--- config.mk ---
export PLATFORM = sky130hd
export DESIGN_NAME = aes_byte_scanner_flat
export DESIGN_NICKNAME = d
export VERILOG_FILES = /design/src/rtl/aes_byte_scanner_if.sv /design/src/rtl/aes_byte_scanner.sv /design/src/flat_wrapper.sv
export SDC_FILE = /design/constraint.sdc
export NUM_CORES = 1
export LEC_CHECK = 0
export BUFFER_PORTS_ARGS = -buffer_cell sky130_fd_sc_hd__buf_2
export CAP_MARGIN = 10
export CORE_MARGIN = 2
export CORE_UTILIZATION = 56
export CTS_CLUSTER_DIAMETER = 80
export DETAILED_ROUTE_END_ITERATION = 8
export GPL_TIMING_DRIVEN = 0
export HOLD_SLACK_MARGIN = 0.03
export PLACE_DENSITY = 0.8
export SLEW_MARGIN = 30
export SYNTH_ARGS = -nofsm -noshare
export SYNTH_HDL_FRONTEND = slang
export SYNTH_SLANG_ARGS = --single-unit
--- constraint.sdc ---
create_clock -name clk_i -period 2.4 [get_ports clk_i]
set_input_delay 0 -clock clk_i [delete_from_list [all_inputs] [get_ports clk_i]]
set_output_delay 0 -clock clk_i [all_outputs]
set_load 0.1 [all_outputs]
--- src/rtl/aes_byte_scanner_if.sv ---
// ---------------------------------------------------------------------------
// aes_byte_scanner_if
// Bundles the scanner's data/control inputs and display outputs.
//   data_in   [127:0]  AES result word to be scanned
//   start              single-cycle scan request
//   stop               abort request
//   byte_idx  [3:0]    index of the byte being converted or held
//   bcd       [11:0]   {hundreds, tens, ones} of the held byte
//   bcd_valid          bcd holds a completed conversion
//   busy               scanner is not idle
//   done               one-cycle pulse at the end of a non-looping scan
// master: the block driving start/stop/data_in; slave: the scanner itself.
// ---------------------------------------------------------------------------
interface aes_byte_scanner_if;
  logic [127:0] data_in;
  logic         start;
  logic         stop;
  logic [3:0]   byte_idx;
  logic [11:0]  bcd;
  logic         bcd_valid;
  logic         busy;
  logic         done;

  modport master (
    output data_in, start, stop,
    input  byte_idx, bcd, bcd_valid, busy, done
  );

  modport slave (
    input  data_in, start, stop,
    output byte_idx, bcd, bcd_valid, busy, done
  );
endinterface

--- src/rtl/aes_byte_scanner.sv ---
// ---------------------------------------------------------------------------
// aes_byte_scanner
// Snapshots a 128-bit AES word on start and walks its 16 bytes (byte 0 =
// bits [7:0] first). Each byte is converted to three BCD digits with an
// 8-cycle double-dabble loop and then held on the outputs for DWELL cycles.
// Ports:
//   clk_i    system clock, all state on the rising edge
//   reset_i  synchronous active-high reset
//   bus      aes_byte_scanner_if.slave (data_in/start/stop in, display out)
// Parameters:
//   DWELL    hold time per byte in cycles (0 behaves as 1)
//   LOOP     non-zero: wrap from byte 15 back to byte 0 instead of stopping
// ---------------------------------------------------------------------------
module aes_byte_scanner #(
  parameter int unsigned DWELL = 32'd1000,
  parameter int unsigned LOOP  = 32'd0
) (
  input  logic                clk_i,
  input  logic                reset_i,
  aes_byte_scanner_if.slave   bus
);

  localparam int unsigned    DWELL_EFF  = (DWELL == 32'd0) ? 32'd1 : DWELL;
  localparam int unsigned    DCW        = $clog2(DWELL_EFF + 32'd1);
  localparam logic [DCW-1:0] DWELL_LAST = DCW'(DWELL_EFF - 32'd1);
  localparam logic [DCW-1:0] DWELL_ONE  = DCW'(32'd1);

  typedef enum logic [1:0] {
    IDLE = 2'd0,
    CONV = 2'd1,
    HOLD = 2'd2
  } state_e;

  state_e         state_q;
  logic [127:0]   snap_q;
  // Double-dabble working register: {hundreds, tens, ones, remaining binary}.
  logic [19:0]    work_q;
  logic [2:0]     shift_q;
  logic [DCW-1:0] dwell_q;
  logic [3:0]     byte_idx_q;
  logic [11:0]    bcd_q;
  logic           bcd_valid_q;
  logic           busy_q;
  logic           done_q;

  logic [19:0]    work_d;
  logic [3:0]     byte_idx_d;
  logic [7:0]     next_byte_d;

  // Correct a BCD digit before the shift so it cannot exceed 9 afterwards.
  function automatic logic [3:0] add3(input logic [3:0] d);
    if (d >= 4'd5) begin
      return d + 4'd3;
    end else begin
      return d;
    end
  endfunction

  // One double-dabble iteration: correct all digits, then shift in the binary MSB.
  function automatic logic [19:0] dabble_step(input logic [19:0] w);
    logic [19:0] a;
    a = {add3(w[19:16]), add3(w[15:12]), add3(w[11:8]), w[7:0]};
    return {a[18:0], 1'b0};
  endfunction

  // Byte idx of the snapshot, byte 0 being the least significant.
  function automatic logic [7:0] byte_sel(input logic [127:0] s, input logic [3:0] idx);
    return s[{idx, 3'b000} +: 8];
  endfunction

  // Next conversion step and the byte that follows the current one (wraps 15 -> 0).
  always_comb begin
    work_d      = dabble_step(work_q);
    byte_idx_d  = byte_idx_q + 4'd1;
    next_byte_d = byte_sel(snap_q, byte_idx_d);
  end

  // Scanner FSM with all outputs registered.
  always_ff @(posedge clk_i) begin
    if (reset_i) begin
      state_q     <= IDLE;
      snap_q      <= 128'd0;
      work_q      <= 20'd0;
      shift_q     <= 3'd0;
      dwell_q     <= '0;
      byte_idx_q  <= 4'd0;
      bcd_q       <= 12'd0;
      bcd_valid_q <= 1'b0;
      busy_q      <= 1'b0;
      done_q      <= 1'b0;
    end else begin
      done_q <= 1'b0;
      if (bus.stop) begin
        // Abort: byte_idx and bcd deliberately keep their last values.
        state_q     <= IDLE;
        busy_q      <= 1'b0;
        bcd_valid_q <= 1'b0;
      end else begin
        case (state_q)
          IDLE: begin
            if (bus.start) begin
              snap_q     <= bus.data_in;
              work_q     <= {12'd0, bus.data_in[7:0]};
              shift_q    <= 3'd0;
              byte_idx_q <= 4'd0;
              busy_q     <= 1'b1;
              state_q    <= CONV;
            end
          end
          CONV: begin
            work_q  <= work_d;
            shift_q <= shift_q + 3'd1;
            if (shift_q == 3'd7) begin
              bcd_q       <= work_d[19:8];
              bcd_valid_q <= 1'b1;
              dwell_q     <= '0;
              state_q     <= HOLD;
            end
          end
          HOLD: begin
            if (dwell_q == DWELL_LAST) begin
              bcd_valid_q <= 1'b0;
              if ((byte_idx_q != 4'd15) || (LOOP != 32'd0)) begin
                byte_idx_q <= byte_idx_d;
                work_q     <= {12'd0, next_byte_d};
                shift_q    <= 3'd0;
                state_q    <= CONV;
              end else begin
                done_q  <= 1'b1;
                busy_q  <= 1'b0;
                state_q <= IDLE;
              end
            end else begin
              dwell_q <= dwell_q + DWELL_ONE;
            end
          end
          default: begin
            state_q     <= IDLE;
            busy_q      <= 1'b0;
            bcd_valid_q <= 1'b0;
          end
        endcase
      end
    end
  end

  assign bus.byte_idx  = byte_idx_q;
  assign bus.bcd       = bcd_q;
  assign bus.bcd_valid = bcd_valid_q;
  assign bus.busy      = busy_q;
  assign bus.done      = done_q;

endmodule

--- src/flat_wrapper.sv ---
// flat-port wrapper written by rule: the top's interface ports become plain ports
module aes_byte_scanner_flat 
#(
  parameter int unsigned DWELL = 32'd1000,
  parameter int unsigned LOOP  = 32'd0
)
  (clk_i, reset_i, bus_data_in, bus_start, bus_stop, bus_byte_idx, bus_bcd, bus_bcd_valid, bus_busy, bus_done);
  aes_byte_scanner_if bus_i ();
  input  logic clk_i;
  input  logic reset_i;
  input wire logic [$bits(bus_i.data_in)-1:0] bus_data_in;
  input wire logic [$bits(bus_i.start)-1:0] bus_start;
  input wire logic [$bits(bus_i.stop)-1:0] bus_stop;
  output wire logic [$bits(bus_i.byte_idx)-1:0] bus_byte_idx;
  output wire logic [$bits(bus_i.bcd)-1:0] bus_bcd;
  output wire logic [$bits(bus_i.bcd_valid)-1:0] bus_bcd_valid;
  output wire logic [$bits(bus_i.busy)-1:0] bus_busy;
  output wire logic [$bits(bus_i.done)-1:0] bus_done;
  assign bus_i.data_in = bus_data_in;
  assign bus_i.start = bus_start;
  assign bus_i.stop = bus_stop;
  assign bus_byte_idx = bus_i.byte_idx;
  assign bus_bcd = bus_i.bcd;
  assign bus_bcd_valid = bus_i.bcd_valid;
  assign bus_busy = bus_i.busy;
  assign bus_done = bus_i.done;
  aes_byte_scanner #(.DWELL(DWELL), .LOOP(LOOP)) u_core (.clk_i(clk_i), .reset_i(reset_i), .bus(bus_i));
endmodule
==> impl_results.md <==
- Post-Syn Area per Cell: 8.42 sq um
- CTS tree: done
- Post-CTS setup buffer count: 0
- Synthesis Warnings: 0
- Max Slew Vio Count: 0
- FF-to-FF End: u_core.snap_q[108]
- Asr flop ratio synth: 0%
- Max Root-Sink Buffers: 2
- Total core area: approximately 14000 sq um
- #FFs+latches synth: 182
- Clock skew: 0.0108 ns
- Multiplexer area fraction after synthesis: a little under an eighth
- CP peak stage delay: 0.48 ns
- Vias in the first global route: 8760
- Synth Flop Type: dfxtp_1
- Area Growth Syn to Fin: 35.6%
- Worst Setup EP: u_core.snap_q[108]
- Routability Congestion: 0.930
- Initial antenna violation count: 1
- Die width: ~130 microns
- Worst reg2reg path startpoint: u_core.state_q[1]
- Outcome: completed
- First-pass GRT wire length: around 43 mm
- Final hold vios: 0
- Period utilization: 99.1%
- Setup TNS: 0 ns
- Worst slew pin tran: 0.688 ns
- 1st-iter DRT viols: 850
- Cells after Synth: slightly below 1000
- Post-synthesis xor/xnor area fraction: less than 1%
- Pleak: ~4.2 nW
- Rows: 44
- CP Max Fanout: 10
- Worst hold path startpoint: bus_stop
- Slew headroom: 53.8%
- CP max-delay cell: buf_1
- Post-synthesis compound-gate area fraction: 14.3%
- Worst Path Arrival: ~2.7 ns
- Adder-Cell Fraction of Synth Area: under 10%
- Leading cell type in the layout, fill and taps excluded: nand2_1
- CTS sink count: 182
- Final cell count without fillers: 1471
- Max-cap viol count: 0
- Fin nets: between 1000 and 1500
- Die area: 15700 sq um
- RSZ-0062 raised after global routing: yes
- Placed Instances: 1309
- Fraction of layout cells with a size suffix above 1: a little under 20%
- Worst setup SP type: flip-flop
- I/O pin count: between 150 and 200
- Peak VDD IR: approximately 0.6 mV
- CP top delay family: buffers and inverters
- Vias post-DR: 8665
- Syn nets: approximately 1100
- Total number of cells along the worst setup path: 7
- Tmin final: 2.38 ns
- CTS Buf Count: 17
- Worst path cell trace: inv_1 -> ha_1 -> nand3b_1 -> clkbuf_1 -> buf_1 -> nand2_1 -> a21oi_1
- Flop2flop setup slack: 0.02 ns
- Drt drc: 0
- First drt pass iteration count: 6
- Largest net degree at the start of global routing: 18
- Worst setup path class: flip-flop to flip-flop
- Reg clk slew, reported paths: 0.08 ns
- Post-Syn Area: 8220 sq um
- Setup Viol. Count Final: 0
- CTS root buf: clkbuf_16
- Final ANT Viol Nets: 0
- CP Capture Type: flip-flop
- Pwr dens: between 600 and 700 nW/um^2
- PortBufs: 149
- Final HPWL DP: 16.1 mm
- Grt ovf: 0
- Hold Path Depth: 3
- Largest family of logic cells by synthesized area: simple AND/OR/NAND/NOR gates
- WP data required: 2.75 ns
- CP bufs+invs: 3
- Crit path from: u_core.state_q[1]
- Final wirelength: about 27 mm
- Post-synth cell types: 52
- Post-Synth Simple-Gate Area: 22.4%
- Initial core utilization: about 57%
- Worst-Skew Late Latency: 0.45 ns
- Via density: 5.89
- Worst Hold Class: input port to flip-flop
- Sequential share of the synthesized area: between 40% and 50%
- Clock H-tree levels: 4
- Die H: 125 microns
- Most frequent cells in the layout: 298 x nand2_1, 179 x dfxtp_1, 172 x a21oi_1
- Fmax achieved: around 420 MHz
- WL per Instance: about 18 microns
- Post-synth EDFFs: 0
- R2R depth: 7
- Gr usage total: 34.8%
==> logic make-up (layout without fill, tap and decap cells) <==
| group | after synthesis | in the layout |
|---|---|---|
| buffers and inverters | 83 | 393 |
| DFF | 182 | 182 |
| muxes | 56 | 56 |
| other | 0 | 1 |
| adders and majority gates | 14 | 14 |
| AOI/OAI and AO/OA | 213 | 213 |
| and+or+nand+nor | 422 | 422 |
| xor gates and xnor gates | 6 | 6 |
==> sequential cells by signal (all words and copies together) (netlist names) <==
name / count
u_core.bus.bcd: 12
u_core.shift_q: 3
u_core.bus.busy: 1
u_core.snap_q: 128
u_core.state_q: 2
u_core.bus.byte_idx: 4
u_core.work_q: 20
u_core.bus.done: 1
u_core.bus.bcd_valid: 1
u_core.dwell_q: 10
==> metrics by stage <==
step                      util, %  area, sq um  power (mW)  hold slack [ns]  setup WS [ns]
after global routing         77.3        11100        7.09           0.0732        -0.0648
after floorplan                 -         8220        3.59            0.136         0.0535
final                        77.3        11100        6.89           0.0433         0.0223
after CTS                    77.1        11100        6.82           0.0308        0.00696
after global placement       63.8         9200        3.82            0.245        -0.0410
after detailed placement     63.8         9200        3.83            0.247        -0.0606
==> worst min-delay path, delay by kind of cell <==
kind | cells | cell delay, ns
and+or+nand+nor | 1 | 0.19
AOI/OAI and AO/OA | 1 | 0.05
buffers and inverters | 1 | 0.19
==> timing repair <==
item                       in CTS  in global routing
resized for setup               4                 14
setup endpoints to repair       8                 27
hold endpoints to repair      131                  0
pin swaps                       0                  1
hold buffers                  130                  0
==> power breakdown <==
part,switching (mW),internal (mW)
logic,0.411,0.374
clock network,1.31,1.59
registers,0.0704,3.13
total,1.80,5.10
==> synth_stat cells (2+ instances only) <==
cell      number  area (sq um)
and2_1         3          18.8
or2_2          2          12.5
a21oi_1      172           861
buf_2          8          40.0
mux2i_1       24           240
nor2_1        31           116
or3_1          7          43.8
buf_6          2          22.5
o31ai_1        4          30.0
inv_1         11          41.3
buf_1          2          7.51
nand4_1        3          18.8
dfxtp_1      182          3640
o21ba_2        2          20.0
or3b_2         3          26.3
clkbuf_1      54           203
ha_1          14           175
nand2b_1      12          75.1
nand3b_1       3          22.5
o221ai_1       2          17.5
xnor2_1        4          35.0
or4_1          3          22.5
nor3b_1        2          15.0
nand2_1      298          1120
a31oi_1        2          12.5
a211oi_1      11          82.6
buf_4          5          37.5
o21ai_0        8          40.0
nand3_1       14          70.1
mux4_2        32           721
o32ai_1        2          17.5
nor2b_1        2          12.5
nor3_1        29           145
a311oi_1       5          43.8
==> how the worst min path moves through the flow <==
| stage | slack (ns) | endpoint |
|---|---|---|
| finish | 0.04 | u_core.state_q[1] |
| global route | 0.07 | u_core.state_q[1] |
| CTS | 0.03 | u_core.state_q[1] |
| detailed placement | 0.25 | u_core.snap_q[60] |
| global placement | 0.24 | u_core.snap_q[82] |
| floorplan | 0.14 | u_core.snap_q[0] |
==> area by class of cell <==
type	count	area [sq um]
multi-input combinational	711	4230
sequential	182	3650
fill	938	3280
timing repair buffer	279	2050
clock buffer	18	439
buffer	71	342
tap	184	230
clock inverter	14	168
inverter	11	41.3
antenna	1	2.50
==> routing by layer <==
layer	global-route usage [%]	share of wire [%]
met1	40.5	37
met2	59.6	50
met3	8.13	7.8
met4	18.8	5.4
met5	0	0
Power figures use the tool's default switching activity.
